==> config.mk <==
export PLATFORM = sky130hd
export DESIGN_NAME = robo_wall_follower
export DESIGN_NICKNAME = d
export VERILOG_FILES = /design/src/rtl/robo_wall_follower.sv
export SDC_FILE = /design/constraint.sdc
export NUM_CORES = 1
export LEC_CHECK = 0
export CAP_MARGIN = 5
export CORE_MARGIN = 2
export CORE_UTILIZATION = 60
export DETAILED_ROUTE_END_ITERATION = 12
export PLACE_DENSITY = 0.87
export SETUP_SLACK_MARGIN = 0.15
export SLEW_MARGIN = 10
export SYNTH_ARGS = -nofsm -noshare
export SYNTH_HDL_FRONTEND = slang
export SYNTH_SLANG_ARGS = --single-unit
export TNS_END_PERCENT = 1
==> constraint.sdc <==
create_clock -name clock -period 4.37 [get_ports clock]
set_input_delay 0.874 -clock clock [delete_from_list [all_inputs] [get_ports clock]]
set_output_delay 0.874 -clock clock [all_outputs]
set_load 0.05 [all_outputs]
==> src/rtl/robo_wall_follower.sv <==
`default_nettype none
// ============================================================================
// Module   : robo_wall_follower
// Brief    : Prescaled wall-following FSM (search / rotate / follow / corner).
// Revision : 1.0
// ============================================================================
module robo_wall_follower #(
   parameter int DIV        = 2,
   parameter int TURN_MAX   = 8,
   parameter int CORNER_MAX = 4
) (
   input  logic       clock,
   input  logic       reset,
   input  logic       enable,
   input  logic       side_sel,
   input  logic       head,
   input  logic       left,
   input  logic       right,
   output logic       avancar,
   output logic       girar,
   output logic       dir_giro,
   output logic       stuck,
   output logic [2:0] state,
   output logic       step_tick
);

   localparam logic [2:0] c_idle   = 3'd0;
   localparam logic [2:0] c_search = 3'd1;
   localparam logic [2:0] c_rotate = 3'd2;
   localparam logic [2:0] c_follow = 3'd3;
   localparam logic [2:0] c_corner = 3'd4;
   localparam logic [2:0] c_stuck  = 3'd5;

   localparam logic [7:0] c_div_last    = 8'(DIV - 1);
   localparam logic [7:0] c_turn_last   = 8'(TURN_MAX - 1);
   localparam logic [7:0] c_corner_last = 8'(CORNER_MAX - 1);

   logic [2:0] r_state;
   logic [7:0] r_pcnt;
   logic [7:0] r_turn_cnt;
   logic [7:0] r_corner_cnt;
   logic       r_side_q;

   logic       w_tick;
   logic       w_wall;
   logic [2:0] w_state_nxt;
   logic [7:0] w_turn_nxt;
   logic [7:0] w_corner_nxt;

   assign w_tick = enable & (r_pcnt == c_div_last);
   assign w_wall = r_side_q ? right : left;

   // Sensor-driven exits are tested before the counter limits so they win ties.
   always_comb begin
      w_state_nxt  = r_state;
      w_turn_nxt   = r_turn_cnt;
      w_corner_nxt = r_corner_cnt;
      case (r_state)
         c_idle: begin
            if (w_tick) w_state_nxt = c_search;
         end
         c_search: begin
            if (w_tick) begin
               if (head) begin
                  w_state_nxt = c_rotate;
                  w_turn_nxt  = 8'd0;
               end else if (w_wall) begin
                  w_state_nxt = c_follow;
               end
            end
         end
         c_rotate: begin
            if (w_tick) begin
               if (!head && w_wall)             w_state_nxt = c_follow;
               else if (r_turn_cnt == c_turn_last) w_state_nxt = c_stuck;
               else                             w_turn_nxt  = r_turn_cnt + 8'd1;
            end
         end
         c_follow: begin
            if (w_tick) begin
               if (head) begin
                  w_state_nxt = c_rotate;
                  w_turn_nxt  = 8'd0;
               end else if (!w_wall) begin
                  w_state_nxt  = c_corner;
                  w_corner_nxt = 8'd0;
               end
            end
         end
         c_corner: begin
            if (w_tick) begin
               if (head) begin
                  w_state_nxt = c_rotate;
                  w_turn_nxt  = 8'd0;
               end else if (w_wall) begin
                  w_state_nxt = c_follow;
               end else if (r_corner_cnt == c_corner_last) begin
                  w_state_nxt = c_search;
               end else begin
                  w_corner_nxt = r_corner_cnt + 8'd1;
               end
            end
         end
         c_stuck: begin
            w_state_nxt = c_stuck;
         end
         default: begin
            w_state_nxt = c_idle;
         end
      endcase
   end

   always_ff @(posedge clock or negedge reset) begin
      if (!reset) begin
         r_state      <= c_idle;
         r_pcnt       <= 8'd0;
         r_turn_cnt   <= 8'd0;
         r_corner_cnt <= 8'd0;
         r_side_q     <= 1'b0;
      end else if (!enable) begin
         r_state      <= c_idle;
         r_pcnt       <= 8'd0;
         r_turn_cnt   <= 8'd0;
         r_corner_cnt <= 8'd0;
      end else begin
         r_state      <= w_state_nxt;
         r_turn_cnt   <= w_turn_nxt;
         r_corner_cnt <= w_corner_nxt;
         r_pcnt       <= w_tick ? 8'd0 : r_pcnt + 8'd1;
         // The followed side is frozen once the robot commits to a wall.
         if (w_tick && (r_state == c_idle || r_state == c_search))
            r_side_q <= side_sel;
      end
   end

   always_comb begin
      avancar  = 1'b0;
      girar    = 1'b0;
      dir_giro = 1'b0;
      stuck    = 1'b0;
      case (r_state)
         c_search: avancar = 1'b1;
         c_follow: avancar = 1'b1;
         c_rotate: begin
            girar    = 1'b1;
            dir_giro = ~r_side_q;
         end
         c_corner: begin
            girar    = 1'b1;
            dir_giro = r_side_q;
         end
         c_stuck:  stuck = 1'b1;
         default: ;
      endcase
   end

   assign state     = r_state;
   assign step_tick = w_tick;

endmodule
`default_nettype wire
Word-level counts from Yosys, hierarchy flattened
Index checks and enable logic that the tools add are counted.
{ "classes": {"add_sub_neg": 3, "bitwise_logic": 2, "reduce_logical": 12, "mux": 39, "eq_ne": 28} }
{ "op_table": {"columns": ["operator", "count"], "rows": [
  ["2-to-1 mux 8 bit", 16],
  ["2-to-1 mux 3 bit", 15],
  ["inequality test 3 bit (second input constant)", 12],
  ["one-hot mux 8 bit (2 select lines)", 2],
  ["adder 8 x 1 -> 8 bit (second input constant)", 3],
  ["one-hot mux 3 bit (6 select lines)", 1],
  ["inequality test 4 bit (second input constant)", 3],
  ["inequality test 3 x 2 -> 1 bit (second input constant)", 3],
  ["AND reduction 9 bit", 1],
  ["== test 8 x 1 -> 1 bit (second input constant)", 1],
  ["== test 8 x 2 -> 1 bit (second input constant)", 1],
  ["== test 8 x 3 -> 1 bit (second input constant)", 1],
  ["AND reduction 8 bit", 1],
  ["== test 3 x 2 -> 1 bit (second input constant)", 2],
  ["== test 3 bit (second input constant)", 2],
  ["AND reduction 6 bit", 1],
  ["inequality test 5 bit (second input constant)", 1],
  ["2-to-1 mux 1 bit", 4],
  ["OR reduction 2 bit", 2],
  ["== test 3 x 1 -> 1 bit (second input constant)", 1],
  ["logical NOT 3 bit", 1],
  ["inequality test 3 x 1 -> 1 bit (second input constant)", 1],
  ["OR reduction 3 bit", 1],
  ["logical AND 1 bit", 2],
  ["6 further kinds", 6]
]} }
{ "word_totals": {"input_bits": 7, "reg_bits": 28, "out_inout_bits": 8} }

Longest topological paths before layout
Gate-level depths: netlist of run 1.
{ "logic_depth": {"word_depth": 7, "mapped_depth": 8, "ltp_nobuf": 7} }

Worst setup path after synthesis of run 1
OpenSTA, ideal clock, no wires.
{ "synth_timing": {"kind": "reg-to-output", "from": "register r_state[2], in the netlist state[2]", "to": "output port dir_giro", "setup_slack_ns": 1.267, "n_path_buf": 1, "path_stages_with_launch": 5, "required_ns": 3.496, "arrival_ns": 2.229, "cell_sequence": "dfrtp_1 -> buf_2 -> inv_1 -> nand3_1 -> o21ai_0"} }
{ "synth_between": {"elab_chain_cells": 2, "word_cells_on_any_way": 3, "cone_classes": "2 x eq/ne; 1 x mux"} }
{ "synth_lines": {"columns": ["element", "line_no", "rtl"], "rows": [
  ["from (decl)", "38", "logic [2:0] r_state;"],
  ["from (signal assigned)", "115", "r_state <= c_idle;"],
  ["from (signal assigned)", "121", "r_state <= c_idle;"],
  ["from (signal assigned)", "126", "r_state <= w_state_nxt;"],
  ["== test 3 bit or == test 3 x 2 -> 1 bit (tied branches)", "141", "case (r_state)"],
  ["one-hot mux 1 bit (2 select lines) *", "141", null],
  ["to (decl)", "21", "output logic dir_giro,"]
]} }
Mark *: on every way between the ends. The rest lies on a longest branch, timed or not.

Final worst setup path of run 1
{ "layout_timing": {"from": "input port enable", "to": "output port step_tick"} }
{ "layout_between": {"elab_chain_cells": 1} }
{ "layout_lines": {"columns": ["element", "line_no", "rtl"], "rows": [
  ["from (decl)", "14", "input logic enable,"],
  ["AND 1 bit", "50", "assign w_tick = enable & (r_pcnt == c_div_last);"],
  ["to (decl)", "24", "output logic step_tick"]
]} }
Every way passes these cells.

==> metrics.md, run 1 <==
| Metric | Value |
|---|---|
| Status | finished, final reports clean |
| Most frequent cells in the layout | dfrtp_1, nor2_1, nand3_1 |
| CTS resizes | 0 |
| H-Tree Depth | 1 |
| Area grow syn2layout | 10.2% |
| CTS Buf Count | 3 |
| Share of cells above drive strength 1 | 0.0619 |
| Max Buffers Root-to-Sink | 2 |
| Grt ovf | 0 |
| Worst Path Arrival | 2.72 ns |
| Clock root buffer master | clkbuf_4 |
| Final instance area | 1930 µm² |
| Clock transition at path regs | 0.14 ns |
| Clock power share | 0.124 |
| Yosys reg bits | 28 |
| Switching power total | 0.382 mW |
| Setup violations, final | 0 |
| CTS tree | done |
| Die area | 3360 µm² |
| Routed vias/inst | 6.46 |
| Startpoint Class | input pin |
| Wire length per cell | 15.6 µm |
| Final Util | 0.699 |
| Cell-internal power | 0.461 mW |
| First-pass GRT wire length | 6390 µm |
| Gpl congestion | 0.857 |
| Tcrit/Tclk final | 0.822 |
| Nets | 223 |
| Unrepaired setup endpoints after global routing | false |
| Combinational Power Share | 0.467 |
| Pin count of the biggest net entering global routing | 29 |
| DP Area | 1900 µm² |
| PwrDens | 437 nW/µm² |
| Crit path required time | 3.50 ns |
| Relative slew slack | 0.574 |
| Vias | 1558 |
| ANT nets after route | 0 |
| DRC viols | 0 |
| CP Max Fanout | 14 |
| Worst hold path class | reg2reg |
| Max-cap violations | 0 |
| Reg power frac | 0.409 |
| Initial Utilization | 0.634 |
| Std-Cell Rows | 19 |
| Commonest non-fill, non-tap cell in the layout | dfrtp_1 |
| Routed Wire Length | 3770 µm |
| Final Slew Violations | 0 |
| Cell variety after synth | 44 |
| Core area | 2760 µm² |
| Count of input and output buffers | 14 |
| Worst Tran Pin Value | 0.630 ns |
| Setup TNS | 0 ns |
| Post-synth EDFFs | 0 |
| Critical path type | in2out |
| CTS sink cnt | 28 |
| Sw Share | 0.453 |
| Setup bufs post-CTS | 0 |
| Clk_lat worst skew | 0.32 ns |
| Synth Flop Type | dfrtp_1 |
| Vias in the first global route | 1420 |
| Final hold vios | 0 |
| Width of the die | 58.0 µm |
| CP endpoint kind | primary output |
| Hold buffer count at cts | 0 |
| Ys async rst share | 1.00 |
| Initial DRC Count | 98 |
| Synthesis warning total | 0 |
| Synthesized area | 1750 µm² |
| Hold Slack | 0.546 ns |
| Minimum clock period | 3.59 ns |
| Peak Freq | 0.278 GHz |
| I/O Pins | 15 |
| Post-DP HPWL | 2730 µm |
| Sequential share of the synthesized area | 0.401 |
| Clock skew | 0.00358 ns |
| Mapped Nets | 210 |
| IR drop worst, VDD | 0.401 mV |
| Gr usage total | 0.243 |
| Leakage | 0.824 nW |
| DIE HEIGHT | 58.0 µm |
| Syn avg cell area | 8.79 µm² |
| Pwr Total | 0.843 mW |
| Router iterations before antenna repair | 4 |
| Diode count | 0 |
| Mapped Cells | 199 |
| Initial antenna violation count | 0 |
==> state kept, by name, indices dropped and copies added (netlist names) <==
register	flops
r_corner_cnt	8
r_pcnt	8
r_side_q	1
r_turn_cnt	8
state	3
==> worst max-delay path, cell delays in order <==
cell and delay (ns):
clkdlybuf4s50_1 0.74, and3_1 0.29, clkdlybuf4s50_1 0.81
==> cell families (layout without fill, tap and decap cells) <==
logic type | after synthesis | in the layout | share of synthesized area
muxes | 5 | 5 | 0.0293
xor gates and xnor gates | 7 | 7 | 0.0351
DFF | 28 | 28 | 0.401
and+or+nand+nor | 95 | 95 | 0.289
adders and majority gates | 4 | 4 | 0.0286
AOI/OAI and AO/OA | 45 | 45 | 0.182
buffers and inverters | 15 | 26 | 0.0351
==> metal layers <==
metal  GRT usage  vias to the layer above  wire length (µm)
li1            -                      751                 -
met1       0.349                      745              1730
met2       0.390                       57              1790
met3      0.0335                        5               209
met5           0                        -                 0
met4      0.0664                        0                37
==> stage by stage <==
| stage | setup WS (ns) | std cells |
|---|---|---|
| final | 0.776 | 241 |
| after global placement | 0.842 | 238 |
| after detailed placement | 0.809 | 238 |
| after CTS | 0.798 | 241 |
| after floorplan | 1.27 | 199 |
| after global routing | 0.739 | 241 |
==> Yosys cell counts (all sizes together), types with 2 or more instances <==
library cell,n,share of area
dfrtp,28,0.40
nor2,20,0.043
nand3,19,0.054
nand2,15,0.032
o21ai,15,0.043
and3,8,0.029
inv,8,0.017
o31ai,8,0.034
o22a,6,0.030
a21oi,5,0.014
nand2b,5,0.018
xor2,5,0.025
buf,4,0.011
ha,4,0.029
mux2i,4,0.023
nand4,4,0.014
clkbuf,3,0.0064
nor2b,3,0.011
nor3,3,0.0086
and2,2,0.0072
nand3b,2,0.0086
nor3b,2,0.0086
nor4b,2,0.010
o211ai,2,0.011
o32ai,2,0.010
or2,2,0.0072
or3,2,0.010
or3b,2,0.010
xnor2,2,0.010
==> power groups by stage <==
stage | registers [mW] | clock network (mW) | logic [mW]
2_1_floorplan | 0.357 | 0 | 0.275
3_3_place_gp | 0.344 | 0 | 0.383
3_5_place_dp | 0.348 | 0 | 0.391
4_1_cts | 0.342 | 0.108 | 0.392
5_1_grt | 0.353 | 0.119 | 0.428
6_report | 0.344 | 0.105 | 0.394
==> worst paths after layout <==
path	start	endpoint	slack (ns)	cells past startpoint
worst max-delay path	enable	step_tick	0.78	3
worst min-delay path	r_pcnt[0]	r_pcnt[0]	0.55	1
worst max register to register	r_turn_cnt[5]	r_turn_cnt[7]	2.13	5
worst min register to register	r_pcnt[0]	r_pcnt[0]	0.55	1
max in group asynchronous	reset	r_turn_cnt[6]	3.19	2
min in group asynchronous	reset	state[1]	0.91	2
==> area by class of cell <==
cell class,count,area [µm²]
clock buffer,3,22.5
fill,217,831
inverter,8,30.0
multi-input combinational,156,987
sequential,28,701
tap,31,38.8
timing repair buffer,15,148
(Power assumes the default switching activity.)
==> run 2: changes to the inputs <==
Settings changed: CORE_UTILIZATION 60 to 57, PLACE_DENSITY 0.87 to 0.84.
Clock period 4.37 ns to 3.6 ns, I/O delays scaled along.
==> run 2 against run 1 <==
Global-route usage rose by 1.3 points. Final cell count is 1.7% higher. Setup slack got worse by 0.36 ns. Clock power increased by 54%. Via count is 0.51% higher. Flip-flop and latch count stayed put. Register-to-register slack worse by 0.79 ns. Cell area increased by 1.2%.
==> metrics.md, run 2 (same netlist as run 1, synthesis figures left out) <==
| Metric | Value |
|---|---|
| Clock transition at path regs | 0.15 ns (about the same) |
| Commonest non-fill, non-tap cell in the layout | dfrtp_1 |
| H-Tree Depth | 1 (unchanged) |
| Clk_lat worst skew | 0.34 ns (+0.02 ns) |
| CP bufs+invs | 2 (unchanged) |
| Max Buffers Root-to-Sink | 2 (unchanged) |
| Tcrit/Tclk final | 0.885 |
| Leakage | 0.836 nW (+1.5%) |
| Reg power frac | 0.393 (-0.016) |
| Pin count of the biggest net entering global routing | 29 (unchanged) |
| Core area | 2980 µm² (+8.0%) |
| CTS Buf Count | 3 (unchanged) |
| CTS sink cnt | 28 (unchanged) |
| Most frequent cells in the layout | dfrtp_1, nor2_1, nand3_1 |
| Final Slew Violations | 0 (unchanged) |
| R2R Path End | r_turn_cnt[7] |
| Final Util | 0.655 (-0.0437) |
| Share of cells above drive strength 1 | 0.0708 (+0.00885) |
| Worst hold path class | reg2reg |
| IR drop worst, VDD | 0.498 mV (+24%) |
| Relative slew slack | 0.619 (+0.0445) |
| Status | finished, final reports clean |
| Final hold vios | 0 (unchanged) |
| Worst Path Arrival | 2.47 ns (-0.25 ns) |
| CP endpoint kind | primary output |
| Crit path required time | 2.88 ns (-0.62 ns) |
| Setup bufs post-CTS | 0 (unchanged) |
| Wire length per cell | 16.0 µm (+2.2%) |
| Nets | 224 (+0.45%) |
| Router iterations before antenna repair | 5 (+1) |
| Diode count | 0 (unchanged) |
| Count of input and output buffers | 14 (unchanged) |
| Max-cap violations | 0 (unchanged) |
| Worst path cell trace | inv_1 > ha_1 > nor3b_1 > and3_1 > clkdlybuf4s50_1 |
| Width of the die | 59.4 µm (+2.4%) |
| Cell-internal power | 0.584 mW (+27%) |
| PwrDens | 544 nW/µm² (+24%) |
| Critical path's top delay family | buffers and inverters |
| Startpoint Class | register |
| Std-Cell Rows | 20 (+1) |
| Worst R2R Start | r_turn_cnt[5] |
| Launch point of the worst path | r_pcnt[1] |
| Hold Slack | 0.555 ns (+0.00906 ns) |
| CTS tree | done |
| Unrepaired setup endpoints after global routing | false |
| Minimum clock period | 3.19 ns |
| Sw Share | 0.450 (-0.00305) |
| Setup TNS | 0 ns (unchanged) |
| Routed vias/inst | 6.39 (-1.1%) |
| R2R depth | 5 (unchanged) |
| Post-DP HPWL | 2890 µm (+6.0%) |
| Die area | 3530 µm² (+4.9%) |
| Placed insts | 241 (+1.3%) |
| Worst Tran Pin Value | 0.564 ns (-0.0659 ns) |
| I/O Pins | 15 (unchanged) |
| Gpl congestion | 0.885 (+3.2%) |
| First-pass GRT wire length | 6900 µm (+8.0%) |
| Vias | 1566 (+0.51%) |
| Critical path type | reg2out |
| Clock power share | 0.152 (+0.028) |
| Clock skew | 0.00705 ns (+0.00347 ns) |
| Initial antenna violation count | 0 (unchanged) |
| Clock root buffer master | clkbuf_4 |
| Combinational Power Share | 0.455 (-0.012) |
| Routed Wire Length | 3910 µm (+3.9%) |
| DRC viols | 0 (unchanged) |
| Peak Freq | 0.314 GHz |
| Switching power total | 0.477 mW (+25%) |
| Crit-path max cell delay | 0.84 ns (+0.03 ns) |
| Final cell count without fillers | 245 (+1.7%) |
| Vias in the first global route | 1555 (+9.5%) |
| DP Area | 1910 µm² (+0.53%) |
| Grt ovf | 0 (unchanged) |
| Area grow syn2layout | 11.5% |
| ANT nets after route | 0 (unchanged) |
| Largest registers | r_corner_cnt (8), r_pcnt (8), r_turn_cnt (8) |
| Hold path depth | 1 (unchanged) |
| Final instance area | 1950 µm² (+1.2%) |
| FF-to-FF setup slack | 1.34 ns (-0.79 ns) |
| CTS resizes | 0 (unchanged) |
| Gr usage total | 0.256 (+0.0127) |
| CP Max Fanout | 5 (-9) |
| Slowest CP cell | clkdlybuf4s50_1 |
| Initial Utilization | 0.587 (-0.0469) |
| Setup violations, final | 0 (unchanged) |
| Initial DRC Count | 77 (-21%) |
| DIE HEIGHT | 59.4 µm (+2.4%) |
| Hold buffer count at cts | 0 (unchanged) |
| Critical Path End | step_tick |
| Cell depth of the worst setup path | 5 (+2) |
==> run 2: cell types whose count changed in the layout (fill, tap and decap cells not counted) <==
cell      change
buf_4         +1
clkbuf_8      +1
==> run 2: layout make-up <==
type	instances	area (µm²)
Timing Repair Buffer	16	155
Sequential cell	28	701
Multi-Input combinational cell	156	987
Inverter	8	30.0
Tap cell	33	41.3
Clock buffer	4	36.3
Fill cell	243	1030
==> run 2: power by group through the flow <==
stage	Sequential [mW]	Combinational (mW)	Clock, mW
finish	0.417	0.483	0.162
global route	0.426	0.521	0.176
CTS	0.414	0.482	0.161
detailed placement	0.421	0.479	0
global placement	0.417	0.464	0
floorplan	0.433	0.334	0
==> run 2: stage by stage <==
stage / setup WS, ns / total power [mW]
after global placement: 0.694 / 0.881
after CTS: 0.439 / 1.06
after floorplan: 0.651 / 0.767
after detailed placement: 0.643 / 0.900
after global routing: 0.323 / 1.12
final: 0.413 / 1.06
==> run 2: per-layer routing <==
metal | vias to the layer above | wire [µm] | global-route usage
met1 | 767 | 1750 | 0.333
li1 | 745 | - | -
met5 | - | 0 | 0
met4 | 0 | 64 | 0.114
met2 | 46 | 1920 | 0.422
met3 | 8 | 179 | 0.0349
==> run 2: worst reg2reg max path, stage by stage (launching register included) <==
cell,delay [ns]
dfrtp_1,0.46
or4_1,0.56
or3_4,0.38
a211oi_4,0.42
or2_2,0.23
o211ai_2,0.10
==> run 2: how the worst min path moves through the flow <==
stage,from,endpoint,slack [ns]
floorplan,reset,r_corner_cnt[0],0.42
CTS,r_turn_cnt[0],r_turn_cnt[0],0.56
global route,r_pcnt[0],r_pcnt[0],0.59
detailed placement,r_corner_cnt[7],r_corner_cnt[7],0.54
finish,r_pcnt[0],r_pcnt[0],0.56
global placement,r_turn_cnt[0],r_turn_cnt[0],0.52
